[src/rtl/uart_rx_frame_ctrl_if.sv]
// Frame delivery bus between the UART RX frame controller and its consumer.
// One-deep buffer contents plus the valid/ready handshake.
interface uart_rx_frame_ctrl_if;
    logic [7:0] frame_addr;
    logic [7:0] frame_cmd;
    logic       frame_valid;
    logic       frame_ready;

    modport master (
        output frame_addr,
        output frame_cmd,
        output frame_valid,
        input  frame_ready
    );

    modport slave (
        input  frame_addr,
        input  frame_cmd,
        input  frame_valid,
        output frame_ready
    );
endinterface

[src/rtl/uart_rx_frame_ctrl.sv]
// UART receive frame controller: pairs bytes into (addr, cmd) frames,
// buffers one frame, recovers from line errors and counts faults.
module uart_rx_frame_ctrl #(
    parameter int TIMEOUT_CYCLES = 640
) (
    input  logic                        clk,
    input  logic                        rst_n,
    input  logic                        enable,
    input  logic [7:0]                  rx_data,
    input  logic                        rx_done,
    input  logic                        rx_err,
    input  logic                        rx_busy,
    output logic                        rx_en,
    uart_rx_frame_ctrl_if.master        frm,
    output logic                        timeout,
    output logic                        overrun,
    output logic [7:0]                  err_cnt
);

    localparam int TW = 10;
    localparam logic [TW-1:0] TMO_LAST = TW'(TIMEOUT_CYCLES - 1);

    typedef enum logic [1:0] {
        DISABLED,
        RECOVER,
        WAIT_ADDR,
        WAIT_CMD
    } state_t;

    state_t        state_q, state_d;
    logic          rec_q, rec_d;
    logic [7:0]    addr_q, addr_d;
    logic [TW-1:0] tmo_q, tmo_d;

    logic          rx_en_q, rx_en_d;
    logic [7:0]    faddr_q, faddr_d;
    logic [7:0]    fcmd_q, fcmd_d;
    logic          fvalid_q, fvalid_d;
    logic          timeout_q, timeout_d;
    logic          overrun_q, overrun_d;
    logic [7:0]    err_q, err_d;

    logic          line_err;
    logic          tmo_hit;
    logic          frm_done;
    logic          take;
    logic          accept;
    logic          drop;

    // Receiver busy is informational only; nothing here depends on it.
    logic unused_busy;
    assign unused_busy = rx_busy;

    always_comb begin
        state_d  = state_q;
        rec_d    = rec_q;
        addr_d   = addr_q;
        tmo_d    = tmo_q;
        line_err = 1'b0;
        tmo_hit  = 1'b0;
        frm_done = 1'b0;
        if (!enable) begin
            state_d = DISABLED;
            rec_d   = 1'b0;
            addr_d  = '0;
            tmo_d   = '0;
        end else begin
            unique case (state_q)
                DISABLED: begin
                    state_d = WAIT_ADDR;
                end
                RECOVER: begin
                    if (rec_q) begin
                        state_d = WAIT_ADDR;
                        rec_d   = 1'b0;
                    end else begin
                        rec_d = 1'b1;
                    end
                end
                WAIT_ADDR: begin
                    if (rx_err) begin
                        state_d  = RECOVER;
                        rec_d    = 1'b0;
                        addr_d   = '0;
                        line_err = 1'b1;
                    end else if (rx_done) begin
                        state_d = WAIT_CMD;
                        addr_d  = rx_data;
                        tmo_d   = '0;
                    end
                end
                WAIT_CMD: begin
                    if (rx_err) begin
                        state_d  = RECOVER;
                        rec_d    = 1'b0;
                        addr_d   = '0;
                        line_err = 1'b1;
                    end else if (tmo_q == TMO_LAST) begin
                        state_d = WAIT_ADDR;
                        addr_d  = '0;
                        tmo_d   = '0;
                        tmo_hit = 1'b1;
                    end else if (rx_done) begin
                        state_d  = WAIT_ADDR;
                        frm_done = 1'b1;
                    end else begin
                        tmo_d = tmo_q + 1'b1;
                    end
                end
                default: begin
                    state_d = DISABLED;
                end
            endcase
        end
    end

    // A full buffer can take a new frame only if it drains the same cycle.
    assign take   = fvalid_q && frm.frame_ready;
    assign accept = frm_done && (!fvalid_q || take);
    assign drop   = frm_done && !accept;

    always_comb begin
        faddr_d   = faddr_q;
        fcmd_d    = fcmd_q;
        fvalid_d  = fvalid_q;
        timeout_d = tmo_hit;
        overrun_d = drop;
        err_d     = err_q;
        rx_en_d   = (state_d == WAIT_ADDR) || (state_d == WAIT_CMD);
        if (accept) begin
            faddr_d  = addr_q;
            fcmd_d   = rx_data;
            fvalid_d = 1'b1;
        end else if (take) begin
            fvalid_d = 1'b0;
        end
        if ((line_err || tmo_hit || drop) && (err_q != 8'hFF)) begin
            err_d = err_q + 8'd1;
        end
    end

    always_ff @(posedge clk or negedge rst_n) begin
        if (!rst_n) begin
            state_q   <= DISABLED;
            rec_q     <= 1'b0;
            addr_q    <= '0;
            tmo_q     <= '0;
            rx_en_q   <= 1'b0;
            faddr_q   <= '0;
            fcmd_q    <= '0;
            fvalid_q  <= 1'b0;
            timeout_q <= 1'b0;
            overrun_q <= 1'b0;
            err_q     <= '0;
        end else begin
            state_q   <= state_d;
            rec_q     <= rec_d;
            addr_q    <= addr_d;
            tmo_q     <= tmo_d;
            rx_en_q   <= rx_en_d;
            faddr_q   <= faddr_d;
            fcmd_q    <= fcmd_d;
            fvalid_q  <= fvalid_d;
            timeout_q <= timeout_d;
            overrun_q <= overrun_d;
            err_q     <= err_d;
        end
    end

    assign rx_en           = rx_en_q;
    assign frm.frame_addr  = faddr_q;
    assign frm.frame_cmd   = fcmd_q;
    assign frm.frame_valid = fvalid_q;
    assign timeout         = timeout_q;
    assign overrun         = overrun_q;
    assign err_cnt         = err_q;

endmodule

[src/flat_wrapper.sv]
// flat-port wrapper written by rule: the top's interface ports become plain ports
module uart_rx_frame_ctrl_flat 
#(
    parameter int TIMEOUT_CYCLES = 640
)
  (clk, rst_n, enable, rx_data, rx_done, rx_err, rx_busy, rx_en, timeout, overrun, err_cnt, frm_frame_addr, frm_frame_cmd, frm_frame_valid, frm_frame_ready);
  uart_rx_frame_ctrl_if frm_i ();
  input  logic clk;
  input  logic rst_n;
  input  logic enable;
  input  logic [7:0] rx_data;
  input  logic rx_done;
  input  logic rx_err;
  input  logic rx_busy;
  output logic rx_en;
  output logic timeout;
  output logic overrun;
  output logic [7:0] err_cnt;
  output wire logic [$bits(frm_i.frame_addr)-1:0] frm_frame_addr;
  output wire logic [$bits(frm_i.frame_cmd)-1:0] frm_frame_cmd;
  output wire logic [$bits(frm_i.frame_valid)-1:0] frm_frame_valid;
  input wire logic [$bits(frm_i.frame_ready)-1:0] frm_frame_ready;
  assign frm_frame_addr = frm_i.frame_addr;
  assign frm_frame_cmd = frm_i.frame_cmd;
  assign frm_frame_valid = frm_i.frame_valid;
  assign frm_i.frame_ready = frm_frame_ready;
  uart_rx_frame_ctrl #(.TIMEOUT_CYCLES(TIMEOUT_CYCLES)) u_core (.clk(clk), .rst_n(rst_n), .enable(enable), .rx_data(rx_data), .rx_done(rx_done), .rx_err(rx_err), .rx_busy(rx_busy), .rx_en(rx_en), .frm(frm_i), .timeout(timeout), .overrun(overrun), .err_cnt(err_cnt));
endmodule
[config.mk]
export PLATFORM = sky130hd
export DESIGN_NAME = uart_rx_frame_ctrl_flat
export DESIGN_NICKNAME = d
export VERILOG_FILES = /design/src/rtl/uart_rx_frame_ctrl_if.sv /design/src/rtl/uart_rx_frame_ctrl.sv /design/src/flat_wrapper.sv
export SDC_FILE = /design/constraint.sdc
export NUM_CORES = 1
export LEC_CHECK = 0
export BUFFER_PORTS_ARGS = -buffer_cell sky130_fd_sc_hd__buf_4
export CAP_MARGIN = 10
export CELL_PAD_IN_SITES_DETAIL_PLACEMENT = 1
export CELL_PAD_IN_SITES_GLOBAL_PLACEMENT = 2
export CORE_ASPECT_RATIO = 0.5
export CORE_MARGIN = 4
export CORE_UTILIZATION = 32
export DETAILED_ROUTE_END_ITERATION = 12
export PLACE_DENSITY = 0.73
export SYNTH_ARGS = -nofsm -noshare
export SYNTH_HDL_FRONTEND = slang
export SYNTH_SLANG_ARGS = --single-unit
[constraint.sdc]
create_clock -name clk -period 2.09 [get_ports clk]
set_input_delay 0.209 -clock clk [delete_from_list [all_inputs] [get_ports clk]]
set_output_delay 0.209 -clock clk [all_outputs]
set_load 0.02 [all_outputs]
==> metrics <==
RSZ-0062 raised after global routing=false; core area=6860 um^2; commonest non-fill, non-tap cell in the layout=buf_4; 1st-iter DRT viols=66; layout cells sized above 1=0.385; Primary FF master, synth=dfrtp_1; Tmin final=1930 ps; Final #Nets=294; gr usage total=0.141; via count=~1800; clock buffer count from CTS=5; hold slack=155 ps; gp weighted congestion=0.791; Crit Path Category=flop to flop; max-cap viol count=0; root buffer cell=clkbuf_16; drt wl/cell=15.6 um; Worst Hold Path EP=u_core.frm.frame_cmd[0]; Hold Path Cell Cnt=2; Startpoint Class=flop; leakage=1.48 nW; Pwr Total=about 2.6 mW; initial antenna violation count=0; num ports=43; max-slew violations=0; Worst slew margin=0.569; Pwr per Cell Area=834 nW/um^2; die height=68.2 um; # port buffers=41; largest net degree at the start of global routing=50; EDFF count, synth=0; drt pass-1 iters=4; largest fanout on the critical path=5; Required @ worst endpoint=2260 ps; hpwl dp=4.08 mm; maximum clock path buffer count=2; vias in the first global route=1967; Skew-Pair Late Insertion Delay=290 ps; asr flop ratio synth=1.00; post-route ant nets=0; Tcrit/Tclk final=0.926; sequential fraction of the synthesis area=0.529; Setup Viol. Count Final=0; #FFs+latches synth=49; clock skew=3.14 ps; ANT cells=0; Slew @ Worst Pin=646 ps; commonest non-fill, non-tap cells in the layout=buf_4, dfrtp_1, nand2_1; first-pass GRT wire length=9.61 mm; Synth cell types=44; Vias/cell=4.94; RR Startpoint=u_core.tmo_q[1]; Worst R2R End=u_core.tmo_q[6]; Avg Cell Area, Syn=11.0 um^2; Residual DRC=0; FF-to-FF path depth=7; Synth Instances=210; Area Growth Syn to Fin=33.4%; final wirelength=~5.8 mm; Hold Path Class=input pin to flop; clk slew on worst S/H paths=70 ps; Die ar.=about 9000 um^2; H-tree Lvls=2; crit path DAT=2110 ps; Rows=21; startpoint of the worst hold path=rx_data[0]; status=finished, final reports clean; synthesized cell area=2320 um^2; Initial Utilization=0.338; critical path endpoint category=flop; clock sinks=49; Die Wd=between 100 and 150 um; Overflow after GRT=0; CTS tree=yes; Post-Syn Nets=227; yosys warns=0; Final Hold Viols=0; Peak Freq=between 0.5 and 0.6 GHz; R2R Setup Slk=160 ps; VDD IR-drop max=0.000318 V
## what timing repair did
item / in CTS / in global routing
setup buffers: 0 / 2
endpoints found under the setup margin: 18 / 7
endpoints found under the hold margin: 49 / 0
gates resized for setup: 2 / 4
hold buffers: 1 / 0
## flip-flops by register name (all words and copies together), names as in the netlist
name	cells
u_core.rx_en	1
u_core.tmo_q	10
u_core.rec_q	1
u_core.overrun	1
u_core.state_q	2
u_core.timeout	1
u_core.addr_q	8
u_core.frm.frame_cmd	8
u_core.err_cnt	8
u_core.frm.frame_addr	8
u_core.frm.frame_valid	1
## cells by family (layout without fill, tap and decap cells)
group                    Yosys count  in the layout  share of synthesized area
AO/OA/AOI/OAI                     45             45                      0.124
XOR/XNOR                           5              5                     0.0189
adder cells (fa/ha/maj)            2              2                     0.0108
buffers and inverters             12             80                     0.0346
flip-flops                        49             49                      0.529
multiplexers                      18             18                      0.104
AND/OR/NAND/NOR                   79             79                      0.179
## area by class of cell
cell class | count | area [um^2]
timing repair buffer | 68 | 526
tap | 92 | 115
clock buffer | 6 | 129
clock inverter | 2 | 38.8
sequential | 49 | 1230
inverter | 4 | 15.0
fill | 762 | 3770
multi-input combinational | 149 | 1040
## per-stage QoR
step                      instances  instance area [um^2]  setup TNS [ps]  setup slack, ps  utilization
final                           370                  3090               0              156        0.451
after global routing            370                  3090               0             46.2        0.451
after CTS                       368                  3040               0             97.3        0.444
after detailed placement        359                  2850           -2370             -199        0.416
after global placement          359                  2850           -1990             -165        0.416
after floorplan                 210                  2320               0              156            -
## synth_stat cells (3+ instances only)
library cell  number  area share
dfrtp_1           49        0.53
or2_2              3      0.0081
o32ai_1            3       0.011
nand2_1           34       0.055
inv_1              4      0.0065
and3_1             7       0.019
a21oi_1            5       0.011
o21ai_0           20       0.043
mux2_2             8       0.039
nor2_1            11       0.018
buf_2              3      0.0065
o31ai_1            5       0.016
xor2_1             3       0.011
mux2_4            10       0.065
nand3_1            5       0.011
## report_power, final
part / leakage [nW] / internal [mW] / switching [mW]
clock network: 0.0810 / 0.568 / 0.365
registers: 0.663 / 1.05 / 0.0836
logic: 0.733 / 0.242 / 0.270
## metal layers
layer	GRT usage	wire length, um
met3	0.0327	172
met2	0.246	2830
met4	0.0556	89
met1	0.173	2670
met5	0	0
## worst max-delay path, stage by stage, from the launching register on
cell and delay (ps):
dfrtp_1 350, ha_1 190, nand3_2 110, buf_4 170, o311a_2 390, or2_2 320, a21oi_1 170, o32ai_1 110
## how the worst max path moves through the flow
stage                                from                        to  cells after the start
after floorplan           u_core.tmo_q[0]  u_core.frm.frame_addr[2]                      8
after global placement    u_core.tmo_q[0]   u_core.frm.frame_cmd[5]                      6
final                     u_core.tmo_q[1]           u_core.tmo_q[6]                      7
after detailed placement  u_core.tmo_q[0]   u_core.frm.frame_cmd[5]                      6
after global routing      u_core.tmo_q[1]           u_core.tmo_q[3]                      7
after CTS                 u_core.tmo_q[0]   u_core.frm.frame_cmd[5]                      6
No activity file was read; power rests on OpenSTA's default activity.
